===== config.mk =====
export PLATFORM = sky130hd
export DESIGN_NAME = issue_select
export DESIGN_NICKNAME = d
export VERILOG_FILES = /design/src/rtl/issue_pkg.sv /design/src/rtl/age_priority_picker.sv /design/src/rtl/issue_select.sv
export SDC_FILE = /design/constraint.sdc
export NUM_CORES = 1
export LEC_CHECK = 0
export BUFFER_PORTS_ARGS = -buffer_cell sky130_fd_sc_hd__buf_2
export CORE_UTILIZATION = 50
export DETAILED_ROUTE_END_ITERATION = 6
export PLACE_DENSITY = 0.82
export SLEW_MARGIN = 5
export SYNTH_ARGS = -nofsm -noshare
export SYNTH_HDL_FRONTEND = slang
export SYNTH_HIERARCHICAL = 1
export SYNTH_SLANG_ARGS = --single-unit

===== constraint.sdc =====
create_clock -name clk -period 5.5 [get_ports clk]
set_clock_uncertainty 0.2 [all_clocks]
set_input_delay 0.55 -clock clk [delete_from_list [all_inputs] [get_ports clk]]
set_output_delay 0.55 -clock clk [all_outputs]
set_load 0.05 [all_outputs]

===== src/rtl/issue_pkg.sv =====
// Shared constants for the issue-select slice: default buffer depth, index
// width derivation and the two-state FSM encoding.
package issue_pkg;

  localparam int BS = 16;

  function automatic int index_width(input int depth);
    return $clog2(depth);
  endfunction

  localparam int BS_IW = index_width(BS);

  localparam logic [0:0] ST_IDLE  = 1'b0;
  localparam logic [0:0] ST_OFFER = 1'b1;

endpackage


===== src/rtl/age_priority_picker.sv =====
// Circular find-first-set: returns the first set bit of mask at or after
// head, wrapping from bs-1 to 0.
module age_priority_picker
  import issue_pkg::*;
#(
  parameter int bs = BS,
  localparam int IW = index_width(bs)
) (
  input  logic [bs-1:0] mask,
  input  logic [IW-1:0] head,
  output logic          found,
  output logic [IW-1:0] index
);

  logic [bs-1:0] rot;
  logic [IW-1:0] off;

  // Rotate so the head entry lands at bit 0; IW-bit addition wraps modulo bs.
  always_comb begin
    rot = '0;
    for (int i = 0; i < bs; i++) begin
      rot[i] = mask[IW'(i) + head];
    end
  end

  // Scan downward so the lowest set bit of rot is the one left standing.
  // NOTE: every always_comb output gets a default first so no latch is inferred.
  always_comb begin
    found = 1'b0;
    off   = '0;
    for (int i = bs - 1; i >= 0; i--) begin
      if (rot[i]) begin
        found = 1'b1;
        off   = IW'(i);
      end
    end
  end

  assign index = off + head;

endmodule


===== src/rtl/issue_select.sv =====
// Picks the oldest dependency-free, not-yet-issued buffer entry, offers it on
// a valid/ready handshake, tracks issued entries and broadcasts wakeups.
module issue_select
  import issue_pkg::*;
#(
  parameter int bs = BS,
  localparam int IW = index_width(bs)
) (
  input  logic          clk,
  input  logic          rst,
  input  logic [bs-1:0] ready_positions,
  input  logic [IW-1:0] head_index,
  input  logic          alloc_valid,
  input  logic [IW-1:0] alloc_index,
  input  logic          flush,
  input  logic          issue_ready,
  output logic          issue_valid,
  output logic [IW-1:0] issue_index,
  output logic          wakeup_valid,
  output logic [IW-1:0] wakeup_index,
  output logic [bs-1:0] issued_mask
);

  localparam logic [bs-1:0] ONE = {{(bs-1){1'b0}}, 1'b1};

  logic [0:0]    state_q, state_d;
  logic [IW-1:0] idx_q, idx_d;
  logic [bs-1:0] issued_q, issued_d;
  logic          wv_q, wv_d;
  logic [IW-1:0] wi_q, wi_d;

  logic          fire, found;
  logic [IW-1:0] pick;
  logic [bs-1:0] offer_oh, alloc_oh, cand;

  assign issue_valid  = (state_q == ST_OFFER);
  assign issue_index  = idx_q;
  assign wakeup_valid = wv_q;
  assign wakeup_index = wi_q;
  assign issued_mask  = issued_q;

  assign fire     = issue_valid & issue_ready;
  assign offer_oh = issue_valid ? (ONE << idx_q) : '0;
  assign alloc_oh = alloc_valid ? (ONE << alloc_index) : '0;
  // The held entry and the entry being rewritten are never candidates.
  assign cand     = ready_positions & ~issued_q & ~offer_oh & ~alloc_oh;

  age_priority_picker #(.bs(bs)) u_picker (
    .mask  (cand),
    .head  (head_index),
    .found (found),
    .index (pick)
  );

  always_comb begin
    state_d  = state_q;
    idx_d    = idx_q;
    issued_d = issued_q;
    wv_d     = fire;
    wi_d     = wi_q;

    if (state_q == ST_IDLE) begin
      if (found) begin
        state_d = ST_OFFER;
        idx_d   = pick;
      end
    end else if (fire) begin
      if (found) idx_d = pick;
      else       state_d = ST_IDLE;
    end

    if (fire) begin
      wi_d            = idx_q;
      issued_d[idx_q] = 1'b1;
    end
    // Applied after the fire so a same-index reallocation leaves the bit clear.
    if (alloc_valid) issued_d[alloc_index] = 1'b0;

    if (flush) begin
      state_d  = ST_IDLE;
      issued_d = '0;
      wv_d     = 1'b0;
    end
  end

  // NOTE: state registers use non-blocking assignments so every flop samples
  // pre-edge values; the issued vector is ordinary flops and is reset too.
  always_ff @(posedge clk) begin
    if (rst) begin
      state_q  <= ST_IDLE;
      idx_q    <= '0;
      issued_q <= '0;
      wv_q     <= 1'b0;
      wi_q     <= '0;
    end else begin
      state_q  <= state_d;
      idx_q    <= idx_d;
      issued_q <= issued_d;
      wv_q     <= wv_d;
      wi_q     <= wi_d;
    end
  end

endmodule


======== After elaboration in Yosys (flattened, before gate mapping) ========
Index checks and enable logic that the tools add are counted.
word-level totals
  flip-flop bits (word level) ............. 26
  input bits .............................. 29
  output and inout bits ................... 26
  logic and storage cells ................. 135
operators by class
  add/sub/neg operators ................... 16
  order comparisons ....................... 20
  equal/unequal tests ..................... 1
  shift-type cells ........................ 2
  muxes and demuxes ....................... 78
  bitwise operators ....................... 10
  reductions and logical operators ........ 3
operator list
  operator                                                                count
  4-bit by 5-bit < comparator with 1-bit output (second input constant)   18
  4-bit two-way mux                                                       19
  16-bit bitwise AND                                                      4
  1-bit binary-select mux with 4-bit select                               16
  16-bit two-way mux                                                      4
  16-bit inverter                                                         4
  1-bit two-way mux                                                       37
  4-bit adder (first input constant)                                      8
  1-bit by 4-bit left shift with 16-bit output (first input constant)     2
  3-bit by 4-bit adder with 4-bit output (first input constant)           4
  16-bit bitwise OR                                                       1
  2-bit by 4-bit adder with 4-bit output (first input constant)           2
  1-bit demux with 4-bit select                                           2
  4-bit by 1-bit >= comparator with 1-bit output (second input constant)  2
  1-bit by 4-bit adder with 4-bit output (first input constant)           1
  4-bit adder                                                             1
  1-bit logical AND                                                       2
  2-bit by 1-bit != test with 1-bit output (second input constant)        1
  2-bit OR reduction                                                      1
  1-bit bitwise AND                                                       1

======== Longest topological paths before layout ========
Gate-level depths: netlist (run 1).
  depth in word-level cells ............... 27
  gate-level depth with buffers ........... 17
  depth with buffers taken out ............ 16

======== By module ========
The synthesis (run 1) kept the hierarchy.
modules (own cells, without submodules)
  module               times used  cells an instance  area each (um^2)  sequential area each (um^2)
  issue_select         1           167                1370.1            520.5
  age_priority_picker  1           119                1357.6            0.0

======== Worst setup path after synthesis (run 1) ========
No wires, ideal clock.
  path type ............................... flip-flop to flip-flop
  start ................................... register state_q, in the netlist issue_valid
  end ..................................... register idx_q[3], in the netlist issue_index[3]
  setup time .............................. 0.070 ns
  data arrival time ....................... 4.104 ns
  required time ........................... 5.230 ns
  setup slack ............................. 1.126 ns
  cell stages (with the launch flop) ...... 16
  cells stage by stage .................... dfxtp_1 or3b_1 nor3_1 nor4b_1 mux4_1 mux4_1 and4bb_1 a221oi_2 o31a_1 ha_1 a21o_1 a21oi_1 xnor2_1 xnor2_1 nand3_1 a21oi_1
on the way
  longest elaborated chain between the ends .. 26
  elaborated cells on any way between the ends .. 74
RTL lines
  element                                    RTL line                                source
  start, declared                            issue_select.sv:26                      logic [0:0] state_q, state_d;
  start signal, assigned                     issue_select.sv:96                      state_q <= state_d;
  16-bit two-way mux (*)                     issue_select.sv:43                      assign offer_oh = issue_valid ? (ONE << idx_q) : '0;
  16-bit inverter (*)                        issue_select.sv:46                      assign cand = ready_positions & ~issued_q & ~offer_oh & ~alloc_oh;
  16-bit bitwise AND (*) (2 in series)       issue_select.sv:46
  net cand[0]                                issue_select.sv:34                      logic [bs-1:0] offer_oh, alloc_oh, cand;
  1-bit binary-select mux with 4-bit select  age_priority_picker.sv:22               rot[i] = mask[IW'(i) + head];
  1-bit two-way mux (not written as such)    age_priority_picker.sv:22
  4-bit two-way mux (15 in series)           age_priority_picker.sv:32               if (rot[i]) begin
  4-bit two-way mux (*)                      age_priority_picker.sv:32
  4-bit adder (*)                            age_priority_picker.sv:39               assign index = off + head;
  net pick[3]                                issue_select.sv:33                      logic [IW-1:0] pick;
  4-bit two-way mux (*)                      issue_select.sv:63, issue_select.sv:68
  4-bit two-way mux                          issue_select.sv:67                      end else if (fire) begin
  4-bit two-way mux (*)                      issue_select.sv:62                      if (state_q == ST_IDLE) begin
  end signal, assigned                       issue_select.sv:97                      idx_q <= idx_d;
  end, declared                              issue_select.sv:27                      logic [IW-1:0] idx_q, idx_d;
The timed path passes the listed nets; every way through them passes the cells marked *. The select of a mux whose other input is x is not followed.
A chain may end at the register's enable or synchronous reset.

======== Final worst setup path (run 1) ========
  start ................................... register idx_q[1], in the netlist issue_index[1]
  end ..................................... register idx_q[3], in the netlist issue_index[3]
on the way
  longest elaborated chain between the ends .. 27
  elaborated cells on any way between the ends .. 73
RTL lines
  element                                           RTL line
  1-bit by 4-bit left shift with 16-bit output (*)  issue_select.sv:43
  16-bit two-way mux (*)                            issue_select.sv:43
  16-bit inverter (*)                               issue_select.sv:46
  16-bit bitwise AND (*) (2 in series)              issue_select.sv:46
  net cand[4]                                       issue_select.sv:34
  1-bit binary-select mux with 4-bit select         age_priority_picker.sv:22
  1-bit two-way mux (not written as such)           age_priority_picker.sv:22
  4-bit two-way mux (15 in series)                  age_priority_picker.sv:32
  4-bit two-way mux (*)                             age_priority_picker.sv:32
  4-bit adder (*)                                   age_priority_picker.sv:39
  net pick[3]                                       issue_select.sv:33
  4-bit two-way mux (*)                             issue_select.sv:63, issue_select.sv:68
  4-bit two-way mux                                 issue_select.sv:67
  4-bit two-way mux (*)                             issue_select.sv:62
Marked as above.

==> flow_summary_export.csv, run 1 <==
group,metric,value,unit
outcome,run_status,"finished, final reports clean",
final_layout,fillCellCount,462,
critical_path,critical_path_peak_fanout,14,
clock_tree,post_cts.resized_instances,0,
final_layout,post_route_cells_drive_above_1_share,29.5,%
hold_path,hold_path.class,"register to register",
clock_tree,worst_skew_pair.late_latency,0.28,ns
place,place.gp.congestion,0.968,
logic_synthesis,ys.flop_type,"dfxtp_1",
critical_path,crit_path_max_incr_delay,0.74,ns
final_layout,storage_element_area,520,sq um
final_layout,final_area,3060,sq um
drt,total_vias_in_the_final_route,2544,
clock_tree,clock_sinks,26,
critical_path,setup.worst_path.class,"register to register",
timing,timing.max_slew.rel_slack,43.2,%
die,core_area,5170,sq um
logic_synthesis,synth-edff-count,0,
timing,rsz0062_at_grt,"no",
global_route,grt-busiest-layer,"met2",
logic_synthesis,number_of_nets_produced_by_synthesis,326,
drt,drc,0,
global_route,grt_max_degree,19,
final_layout,layout.nets,373,
die,rows,26,
logic_synthesis,synth_cell_type_count,50,
timing,fin_tns_setup,0,ns
global_route,vias_in_the_first_global_route,2366,
global_route,grtUsageMet2,45.3,%
clock_tree,cts_buffer_depth,2,
die,die-width,75.9,um
timing,finalSetupViolCount,0,
global_route,global_route_wire_length_before_repair,11500,um
timing,max_freq,0.211,GHz
hold_path,holdPathStages,2,
drt,wl_per_cell,17.8,um
power_and_ir_drop,leakagePower,1.27,nW
critical_path,worstPathCellList,"or3b_1, nor2_1, nor4b_1, mux4_1, inv_1, mux4_2, and4bb_1, a221oi_2, o31a_1, ha_1, a21o_1, a21oi_1, xnor2_1, xnor2_1, nand3_1, a21oi_1",
timing,layout_min_cycle_time,4.74,ns
logic_synthesis,synthesis.yosys.warnings,6,
logic_synthesis,postSynthCellCount,286,
timing,finalCritPeriodShare,86.1,%
clock_tree,tritoncts,"built",
place,place.detailed.hpwl,5560,um
power_and_ir_drop,pwr_density_cell,236,nW/um^2
timing,finalHoldViolCount,0,
die,die_area,5750,sq um
logic_synthesis,yosysSeqAreaShare,19.1,%
clock_tree,cts_inserted_buffers,3,
critical_path,start_kind,"register",
power_and_ir_drop,worst_ir_drop_vdd,0.222,mV
die,start_util,52.7,%
place,post_dp_cell_area,2990,sq um
critical_path,r2r_cells,16,
logic_synthesis,synth_area_per_cell,9.54,sq um
global_route,global_route.overflow_total,0,
timing,maxSlewViolCount,0,
timing,worst_pin_slew,0.840,ns
critical_path,cp_num_buf_inv,1,
drt,detail-route-antenna-nets,0,
clock_tree,cts_hold_buffers,0,
global_route,initial_antenna_violation_count,0,
global_route,met1_routing_resource_usage_after_global_routing,36.1,%
drt,postRouteWirelength,7150,um
drt,dr.first_iter.drc_count,189,
critical_path,timing.critical_path.required,5.52,ns
final_layout,flow.area_growth_from_synthesis,12.2,%
clock_tree,clk_root_buffer_cell,"clkbuf_8",
die,pin_count,55,
clock_tree,clkTransAtPathRegs,0.09,ns
critical_path,timing.critical_path.to_type,"register",
clock_tree,postcts_setup_bufs,0,
run,maxCapViolations,0,
final_layout,num_antenna_cells,0,
clock_tree,h-tree-depth,1,
die,die_height,75.9,um
drt,detailedRoute.firstPassIterationCount,5,
global_route,globalRouteTotalUtil,26.8,%
critical_path,timing.critical_path.depth,16,
logic_synthesis,ys_ff_latch,26,
global_route,grtUsageMet3,2.65,%
final_layout,multi_input_comb_area,2040,sq um
critical_path,arrival,4.75,ns
logic_synthesis,async_flop_share,0,%
logic_synthesis,synth.cell_area,2730,sq um
critical_path,critical-path-slowest-cell,"nor4b_1",
critical_path,critical-path-top-delay-family,"simple AND/OR/NAND/NOR gates",
place,numPortBuffers,54,
drt,vias_per_cell,6.33,
## kinds of logic (layout without fill, tap and decap cells)
logic type               count (synthesis)  after routing  synth area share [%]
AND/OR/NAND/NOR                        117            117                  26.6
flip-flops                              26             26                  19.1
XOR/XNOR                                11             11                  3.53
multiplexers                            45             45                  28.9
AO/OA/AOI/OAI                           46             46                  10.3
adder cells (fa/ha/maj)                 11             11                  5.32
buffers and inverters                   30             76                  6.28
## flip-flops by register name (all words and copies together) (netlist names)
name,count
wakeup_index,4
issued_mask,16
issue_index,4
wakeup_valid,1
issue_valid,1
## layout by cell type (no fill, tap or decap), drive strengths merged, types with 2 or more instances in the layout
cell type and count:
a31oi 5, o21ai 5, mux2i 9, buf 56
mux2 13, nand3 10, nor2 28, a21oi 26
mux4 23, xor2 5, nand4b 2, nand2 12
nor2b 2, nor3 24, and4bb 2, clkbuf 3
inv 16, and4b 2, or3b 2, and2b 2
nor4b 16, dfxtp 26, a21boi 2, ha 10
nand2b 6, nand3b 4, xnor2 6
## cell usage after synthesis (all sizes together) (4+ instances only)
cell | count | area (sq um)
nor2 | 28 | 105
a21oi | 26 | 130
dfxtp | 26 | 521
nor3 | 24 | 160
mux4 | 23 | 552
inv | 16 | 60.1
nor4b | 16 | 140
buf | 13 | 108
mux2 | 13 | 146
nand2 | 12 | 45.0
ha | 10 | 125
nand3 | 10 | 50.1
mux2i | 9 | 90.1
nand2b | 6 | 37.5
xnor2 | 6 | 52.6
a31oi | 5 | 31.3
o21ai | 5 | 25.0
xor2 | 5 | 43.8
nand3b | 4 | 30.0
## area by class of cell
| type | instances | area share [%] |
|---|---|---|
| flip-flops and latches | 26 | 17.0 |
| clock buffers | 3 | 1.35 |
| inverters | 16 | 1.96 |
| multi-input cells | 230 | 66.5 |
| clock inverters | 1 | 0.981 |
| repair buffers | 56 | 9.32 |
| well taps | 70 | 2.86 |
## tightest hold or removal path, delay by kind of cell (launching register included)
family | cells | cell delay [ns]
compound gates | 1 | 0.05
flops | 1 | 0.32
simple gates | 1 | 0.05
## final timing paths
check	startpoint	endpoint	slack, ns
worst max-delay path	issue_index[1]	issue_index[3]	0.76
worst min-delay path	wakeup_index[2]	wakeup_index[2]	0.26
worst max register to register	issue_index[1]	issue_index[3]	0.76
worst min register to register	wakeup_index[2]	wakeup_index[2]	0.26
## stage by stage
step                instances  total power, mW  worst slack, ns  utilization [%]  hold slack [ns]
finish                    402            0.722            0.764             59.2            0.262
global route              402            0.761            0.437             59.2            0.281
CTS                       402            0.719            0.861             59.2            0.267
detailed placement        398            0.559            0.849             57.8            0.254
global placement          398            0.549            0.955             57.8            0.245
floorplan                 286            0.485             1.13                -            0.470
## power breakdown
group | switching, mW | leakage (nW) | total, mW | internal (mW)
logic | 0.195 | 1.02 | 0.338 | 0.143
registers | 0.0253 | 0.211 | 0.222 | 0.197
clock network | 0.0638 | 0.0357 | 0.161 | 0.0975
total | 0.284 | 1.27 | 0.722 | 0.438
## metal layers
metal / wire [um] / up-vias / share of wire (%)
li1: - / 1185 / -
met1: 3030 / 1213 / 42
met2: 3490 / 130 / 49
met3: 475 / 16 / 6.6
met4: 150 / 0 / 2.1
met5: 0 / - / 0
Power figures use the tool's default switching activity.
==> inputs of run 2 (changes only) <==
--- a/config.mk
+++ b/config.mk
@@ -8,9 +8,8 @@
 export BUFFER_PORTS_ARGS = -buffer_cell sky130_fd_sc_hd__buf_2
 export CORE_UTILIZATION = 50
 export DETAILED_ROUTE_END_ITERATION = 6
-export PLACE_DENSITY = 0.82
+export PLACE_DENSITY = 0.8
 export SLEW_MARGIN = 5
 export SYNTH_ARGS = -nofsm -noshare
 export SYNTH_HDL_FRONTEND = slang
-export SYNTH_HIERARCHICAL = 1
 export SYNTH_SLANG_ARGS = --single-unit
==> run 2 against run 1 <==
- design area up 26%
- final cell count grew 35%
- utilization shrank 2.4 points
- critical path depth down 1
- largest cell class unchanged
==> flow_summary_export.csv, run 2 <==
group,metric,value,unit
critical_path,worstPathCellList,"and3b_1, a221oi_1, a221o_1, and3b_1, nor4_1, o211ai_1, a31o_2, a31oi_1, o311a_1, ha_1, a21o_1, a21oi_1, xnor2_1, xnor2_1, o211a_1",
die,die_area,7340,sq um
clock_tree,cts_buffer_depth,2,
clock_tree,h-tree-depth,1,
run,maxCapViolations,0,
logic_synthesis,synth_common_cells,"a21oi_1, dfxtp_1, o21ai_0",
critical_path,crit_path_max_incr_delay,0.64,ns
final_layout,flow.area_growth_from_synthesis,10.0,%
logic_synthesis,async_flop_share,0,%
die,start_util,51.5,%
critical_path,critical_path_peak_fanout,11,
clock_tree,tritoncts,"built",
place,numPortBuffers,54,
clock_tree,clk_root_buffer_cell,"clkbuf_8",
power_and_ir_drop,pwr_density_cell,204,nW/um^2
die,core_area,6790,sq um
die,pin_count,55,
clock_tree,cts_hold_buffers,0,
critical_path,timing.critical_path.required,5.47,ns
logic_synthesis,synth_top_cell_by_area,"dfxtp_1",
drt,detailedRoute.firstPassIterationCount,6,
clock_tree,cts_inserted_buffers,3,
critical_path,timing.critical_path.to_type,"register",
critical_path,r2r_cells,15,
logic_synthesis,ys.flop_type,"dfxtp_1",
drt,postRouteWirelength,11400,um
hold_path,hp-start,"wakeup_index[2]",
critical_path,arrival,4.85,ns
logic_synthesis,postSynthCellCount,413,
logic_synthesis,yosysSeqAreaShare,14.9,%
die,die_height,85.7,um
clock_tree,clkTransAtPathRegs,0.08,ns
global_route,globalRouteTotalUtil,31.3,%
critical_path,setup.worst_path.class,"register to register",
timing,finalSetupViolCount,0,
logic_synthesis,synth.cell_area,3500,sq um
clock_tree,worst_skew_pair.late_latency,0.27,ns
clock_tree,postcts_setup_bufs,0,
die,rows,30,
logic_synthesis,synth_cell_type_count,76,
critical_path,critical-path-slowest-cell,"dfxtp_1",
timing,fin_tns_setup,0,ns
timing,layout_min_cycle_time,4.88,ns
critical_path,cp_num_buf_inv,0,
final_layout,max_ffs_per_register,16,
place,post-place-cells,539,
global_route,global_route_wire_length_before_repair,18100,um
final_layout,final_cell_mix,"buf_2, a21oi_1, dfxtp_1, o21ai_0, nor2_1",
logic_synthesis,post_synth_main_area_contributors,"dfxtp_1, mux4_2, a21oi_1, a221oi_1, ha_1",
logic_synthesis,ys_ff_latch,26,
critical_path,critical-path-top-delay-family,"compound AO/OA/AOI/OAI gates",
clock_tree,post_cts.resized_instances,0,
drt,dr.first_iter.drc_count,465,
drt,detail-route-antenna-nets,0,
outcome,run_status,"finished, final reports clean",
logic_synthesis,synthDominantCellAreaShare,14.9,%
timing,rsz0062_at_grt,"no",
place,place_ws,0.668,ns
global_route,global_route.overflow_total,0,
drt,wl_per_cell,21.1,um
timing,maxSlewViolCount,0,
place,place.detailed.hpwl,8830,um
hold_path,min_to,"wakeup_index[2]",
final_layout,fillCellCount,641,
final_layout,final_common_cell,"buf_2",
final_layout,fin_cells,542,
place,place.gp.congestion,1.07,
timing,finalWorstSetupSlack,0.620,ns
critical_path,start_kind,"register",
logic_synthesis,synthesis.yosys.warnings,0,
global_route,grt_max_degree,35,
timing,hold-worst-slack,0.257,ns
final_layout,layout.nets,488,
critical_path,crit-reg2reg-launch,"issue_index[0]",
final_layout,final_util,56.7,%
drt,total_vias_in_the_final_route,3845,
critical_path,crit-reg2reg-capture,"issue_index[3]",
critical_path,reg2reg_setup_slack,0.62,ns
hold_path,holdPathStages,2,
drt,vias_per_cell,7.09,
drt,drc,0,
timing,timing.max_slew.rel_slack,25.7,%
final_layout,post_route_cells_drive_above_1_share,26.2,%
hold_path,hold_path.class,"register to register",
logic_synthesis,synth-edff-count,0,
timing,finalHoldViolCount,0,
clock_tree,clock_sinks,26,
global_route,vias_in_the_first_global_route,3427,
global_route,initial_antenna_violation_count,0,
power_and_ir_drop,worst_ir_drop_vdd,0.164,mV
logic_synthesis,synth_area_per_cell,8.48,sq um
logic_synthesis,number_of_nets_produced_by_synthesis,453,
power_and_ir_drop,leakagePower,1.58,nW
logic_synthesis,synth.most_common_cell,"a21oi_1",
timing,max_freq,0.205,GHz
timing,finalCritPeriodShare,88.7,%
final_layout,num_antenna_cells,0,
timing,worst_pin_slew,1.11,ns
die,die-width,85.7,um
-- run 2: cell types whose count changed after synthesis, moves of 11 or more --
cell	delta
clkbuf_1	+15
nor2b_1	+13
o221ai_1	+11
nor4b_1	-16
nor3_1	-11
a22oi_1	+16
a21oi_1	+14
a221oi_1	+17
o21ai_0	+18
-- run 2: layer usage --
layer	part of all wire (%)	wire length, um	GRT usage (%)
met5	0	0	0
met4	3.5	405	11.8
met3	9.2	1050	2.12
met2	47	5400	53.5
met1	40	4580	41.5
-- run 2: worst max path at each step --
stage / start / to / slack, ns / cells after the start
floorplan: head_index[1] / issue_index[3] / 0.76 / 18
global placement: alloc_index[0] / issue_index[3] / 0.75 / 17
detailed placement: alloc_index[0] / issue_index[3] / 0.67 / 17
CTS: issue_index[0] / issue_index[3] / 0.73 / 15
global route: issue_valid / issue_index[3] / 0.33 / 15
finish: issue_index[0] / issue_index[3] / 0.62 / 15
-- run 2: cell type report --
type	instances	area, sq um	area share, %
Inverter	10	37.5	0.974
Tap cell	96	120	3.12
Multi-Input combinational cell	343	2790	72.4
Timing Repair Buffer	64	345	8.96
Sequential cell	26	520	13.5
Clock buffer	3	41.3	1.07
-- run 2: where the power goes --
part	leakage [nW]	total [mW]	switching, mW	internal, mW
combinational	1.35	0.461	0.282	0.179
clock	0.0216	0.107	0.0578	0.0491
sequential	0.211	0.219	0.0217	0.197
-- run 2: cell families (layout without fill, tap and decap cells) --
group	after synthesis	after routing	share of synthesized area [%]
flops	26	26	14.9
simple gates	111	111	20.1
mux	38	38	16.8
buf+inv	44	77	5.50
compound gates	171	171	35.7
fa+ha+maj	11	11	4.14
xor+xnor	12	12	3.00
-- run 2: worst register-to-register path, cell delays in order (launching register included) --
cell      delay, ns
dfxtp_1        0.64
and3b_1        0.50
a221oi_1       0.29
a221o_1        0.44
and3b_1        0.19
nor4_1         0.63
o211ai_1       0.20
a31o_2         0.29
a31oi_1        0.17
o311a_1        0.21
ha_1           0.24
a21o_1         0.17
a21oi_1        0.17
xnor2_1        0.16
xnor2_1        0.09
o211a_1        0.20
-- run 2: stage by stage --
stage / power (mW) / instance area, sq um
2_1_floorplan: 0.561 / 3500
3_3_place_gp: 0.663 / 3810
3_5_place_dp: 0.670 / 3810
4_1_cts: 0.778 / 3850
5_1_grt: 0.830 / 3850
6_report: 0.787 / 3850
==> inputs of run 3 (changes only) <==
--- a/config.mk
+++ b/config.mk
@@ -9,6 +9,7 @@
 export CORE_UTILIZATION = 50
 export DETAILED_ROUTE_END_ITERATION = 6
 export PLACE_DENSITY = 0.8
+export REMOVE_ABC_BUFFERS = 1
 export SLEW_MARGIN = 5
 export SYNTH_ARGS = -nofsm -noshare
 export SYNTH_HDL_FRONTEND = slang
==> run 3 against run 2 <==
- maximum frequency up 2.4%
- clock power increased by 52%
- clock-buffer cell count stayed put
- via count down 1.6%
- design area grew 0.97%
- combinational power rose by 0.9%
==> flow_summary_export.csv, run 3 (synthesis gave the netlist of run 2 again) <==
group,metric,value,unit
timing,maxSlewViolCount,0,
clock_tree,cts_inserted_buffers,3,
timing,worst_pin_slew,1.15,ns
critical_path,r2r_cells,15,
place,numPortBuffers,54,
clock_tree,clk_root_buffer_cell,"clkbuf_8",
final_layout,num_antenna_cells,0,
global_route,global_route.overflow_total,0,
critical_path,crit-reg2reg-launch,"issue_valid",
global_route,global_route_wire_length_before_repair,17700,um
global_route,grt_max_degree,35,
hold_path,hp-start,"wakeup_index[1]",
drt,drc,0,
power_and_ir_drop,power.share.switching,43.5,%
place,place.gp.congestion,1.07,
critical_path,crit_path_max_incr_delay,0.64,ns
die,core_area,6790,sq um
power_and_ir_drop,share_clk_of_total_power,19.4,%
place,place.detailed.hpwl,8840,um
global_route,globalRouteTotalUtil,30.7,%
drt,detailedRoute.firstPassIterationCount,6,
clock_tree,h-tree-depth,1,
clock_tree,postcts_setup_bufs,0,
die,die-width,85.7,um
drt,dr.first_iter.drc_count,381,
final_layout,flow.area_growth_from_synthesis,11.1,%
critical_path,crit-reg2reg-capture,"issue_index[3]",
critical_path,start_kind,"register",
clock_tree,cts_buffer_depth,2,
final_layout,layout.nets,489,
timing,fin_tns_setup,0,ns
critical_path,arrival,4.75,ns
timing,layout_min_cycle_time,4.77,ns
critical_path,critical-path-slowest-cell,"nor4_1",
outcome,run_status,"finished, final reports clean",
final_layout,storage_element_area,520,sq um
power_and_ir_drop,internal_power,0.475,mW
timing,rsz0062_at_grt,"no",
drt,wl_per_cell,20.8,um
critical_path,timing.critical_path.to_type,"register",
critical_path,setup.worst_path.class,"register to register",
critical_path,reg2reg_setup_slack,0.73,ns
critical_path,setup.worst_path.start,"issue_valid",
die,rows,30,
clock_tree,cts_hold_buffers,0,
drt,postRouteWirelength,11300,um
drt,total_vias_in_the_final_route,3783,
clock_tree,worst_skew_pair.late_latency,0.28,ns
timing,timing.max_slew.rel_slack,23.2,%
critical_path,critical_path_peak_fanout,13,
power_and_ir_drop,power.sequential.fraction,25.3,%
drt,vias_per_cell,6.95,
critical_path,worst_setup_path_endpoint,"issue_index[3]",
hold_path,hold_path.class,"register to register",
critical_path,worstPathCellList,"nor3b_4, a221oi_1, a221oi_1, a311oi_1, nor4_1, o211ai_1, a31o_2, a31oi_1, o311a_1, ha_1, a21o_1, a21oi_1, xnor2_1, xnor2_1, o211a_1",
clock_tree,tritoncts,"built",
power_and_ir_drop,leakagePower,1.60,nW
final_layout,final_cell_mix,"buf_2, a21oi_1, dfxtp_1, o21ai_0, nor2_1",
die,pin_count,55,
power_and_ir_drop,pwr_density_cell,216,nW/um^2
critical_path,critical-path-top-delay-family,"compound AO/OA/AOI/OAI gates",
die,die_height,85.7,um
final_layout,fillCellCount,636,
clock_tree,post_cts.resized_instances,0,
critical_path,cp_num_buf_inv,0,
timing,finalCritPeriodShare,86.7,%
run,maxCapViolations,0,
final_layout,final_area,3890,sq um
global_route,vias_in_the_first_global_route,3426,
timing,finalSetupViolCount,0,
power_and_ir_drop,power.switching,0.365,mW
final_layout,multi_input_comb_area,2790,sq um
timing,max_freq,0.210,GHz
power_and_ir_drop,power_frac_comb,55.3,%
critical_path,timing.critical_path.required,5.48,ns
drt,detail-route-antenna-nets,0,
critical_path,timing.critical_path.depth,15,
die,die_area,7340,sq um
die,start_util,51.5,%
global_route,initial_antenna_violation_count,0,
final_layout,post_route_cells_drive_above_1_share,26.6,%
clock_tree,clock_sinks,26,
final_layout,final_common_cell,"buf_2",
place,post_dp_cell_area,3820,sq um
timing,finalHoldViolCount,0,
clock_tree,clkTransAtPathRegs,0.10,ns
final_layout,max_ffs_per_register,16,
power_and_ir_drop,worst_ir_drop_vdd,0.131,mV
## run 3: changes by cell type in the layout (fill, tap and decap cells not counted), sizes merged
cell,previous run,this run
bufinv,0,1
buf,64,65
## run 3: cell type report
type                            instances  area share [%]
Clock inverter                          1           0.772
Multi-Input combinational cell        343            71.7
Inverter                               10           0.965
Clock buffer                            3            1.06
Sequential cell                        26            13.4
Tap cell                               96            3.09
Timing Repair Buffer                   65            9.07
## run 3: routing by layer
layer | global-route usage [%] | part of all wire, % | routed length, um
met3 | 3.75 | 8.1 | 919
met2 | 49.8 | 45 | 5050
met1 | 41.3 | 43 | 4830
met4 | 13.2 | 4.5 | 512
met5 | 0 | 0 | 0
## run 3: stage by stage
stage	utilization, %	setup slack [ns]	power, mW	hold WS, ns	instances
6_report	57.3	0.733	0.841	0.259	544
5_1_grt	57.3	0.436	0.880	0.277	544
4_1_cts	57.3	0.736	0.831	0.259	544
3_5_place_dp	56.2	0.582	0.670	0.245	540
3_3_place_gp	56.2	0.605	0.665	0.243	540
2_1_floorplan	-	0.951	0.540	0.419	379
## run 3: power by group through the flow
stage / Combinational (mW) / Sequential (mW) / Clock (mW)
finish: 0.465 / 0.213 / 0.163
global route: 0.496 / 0.214 / 0.169
CTS: 0.455 / 0.213 / 0.162
detailed placement: 0.453 / 0.217 / 0
global placement: 0.448 / 0.217 / 0
floorplan: 0.289 / 0.252 / 0
## run 3: how the worst min path moves through the flow
stage / endpoint / slack, ns / cells past startpoint
2_1_floorplan: wakeup_index[0] / 0.42 / 1
3_3_place_gp: wakeup_index[3] / 0.24 / 2
3_5_place_dp: wakeup_index[1] / 0.25 / 2
4_1_cts: wakeup_index[1] / 0.26 / 2
5_1_grt: wakeup_index[0] / 0.28 / 2
6_report: wakeup_index[1] / 0.26 / 2
## run 3: worst min-delay path, stage by stage, from the launching register on
cell and delay [ns]:
dfxtp_1 0.32, nand2_1 0.05, a21oi_1 0.05
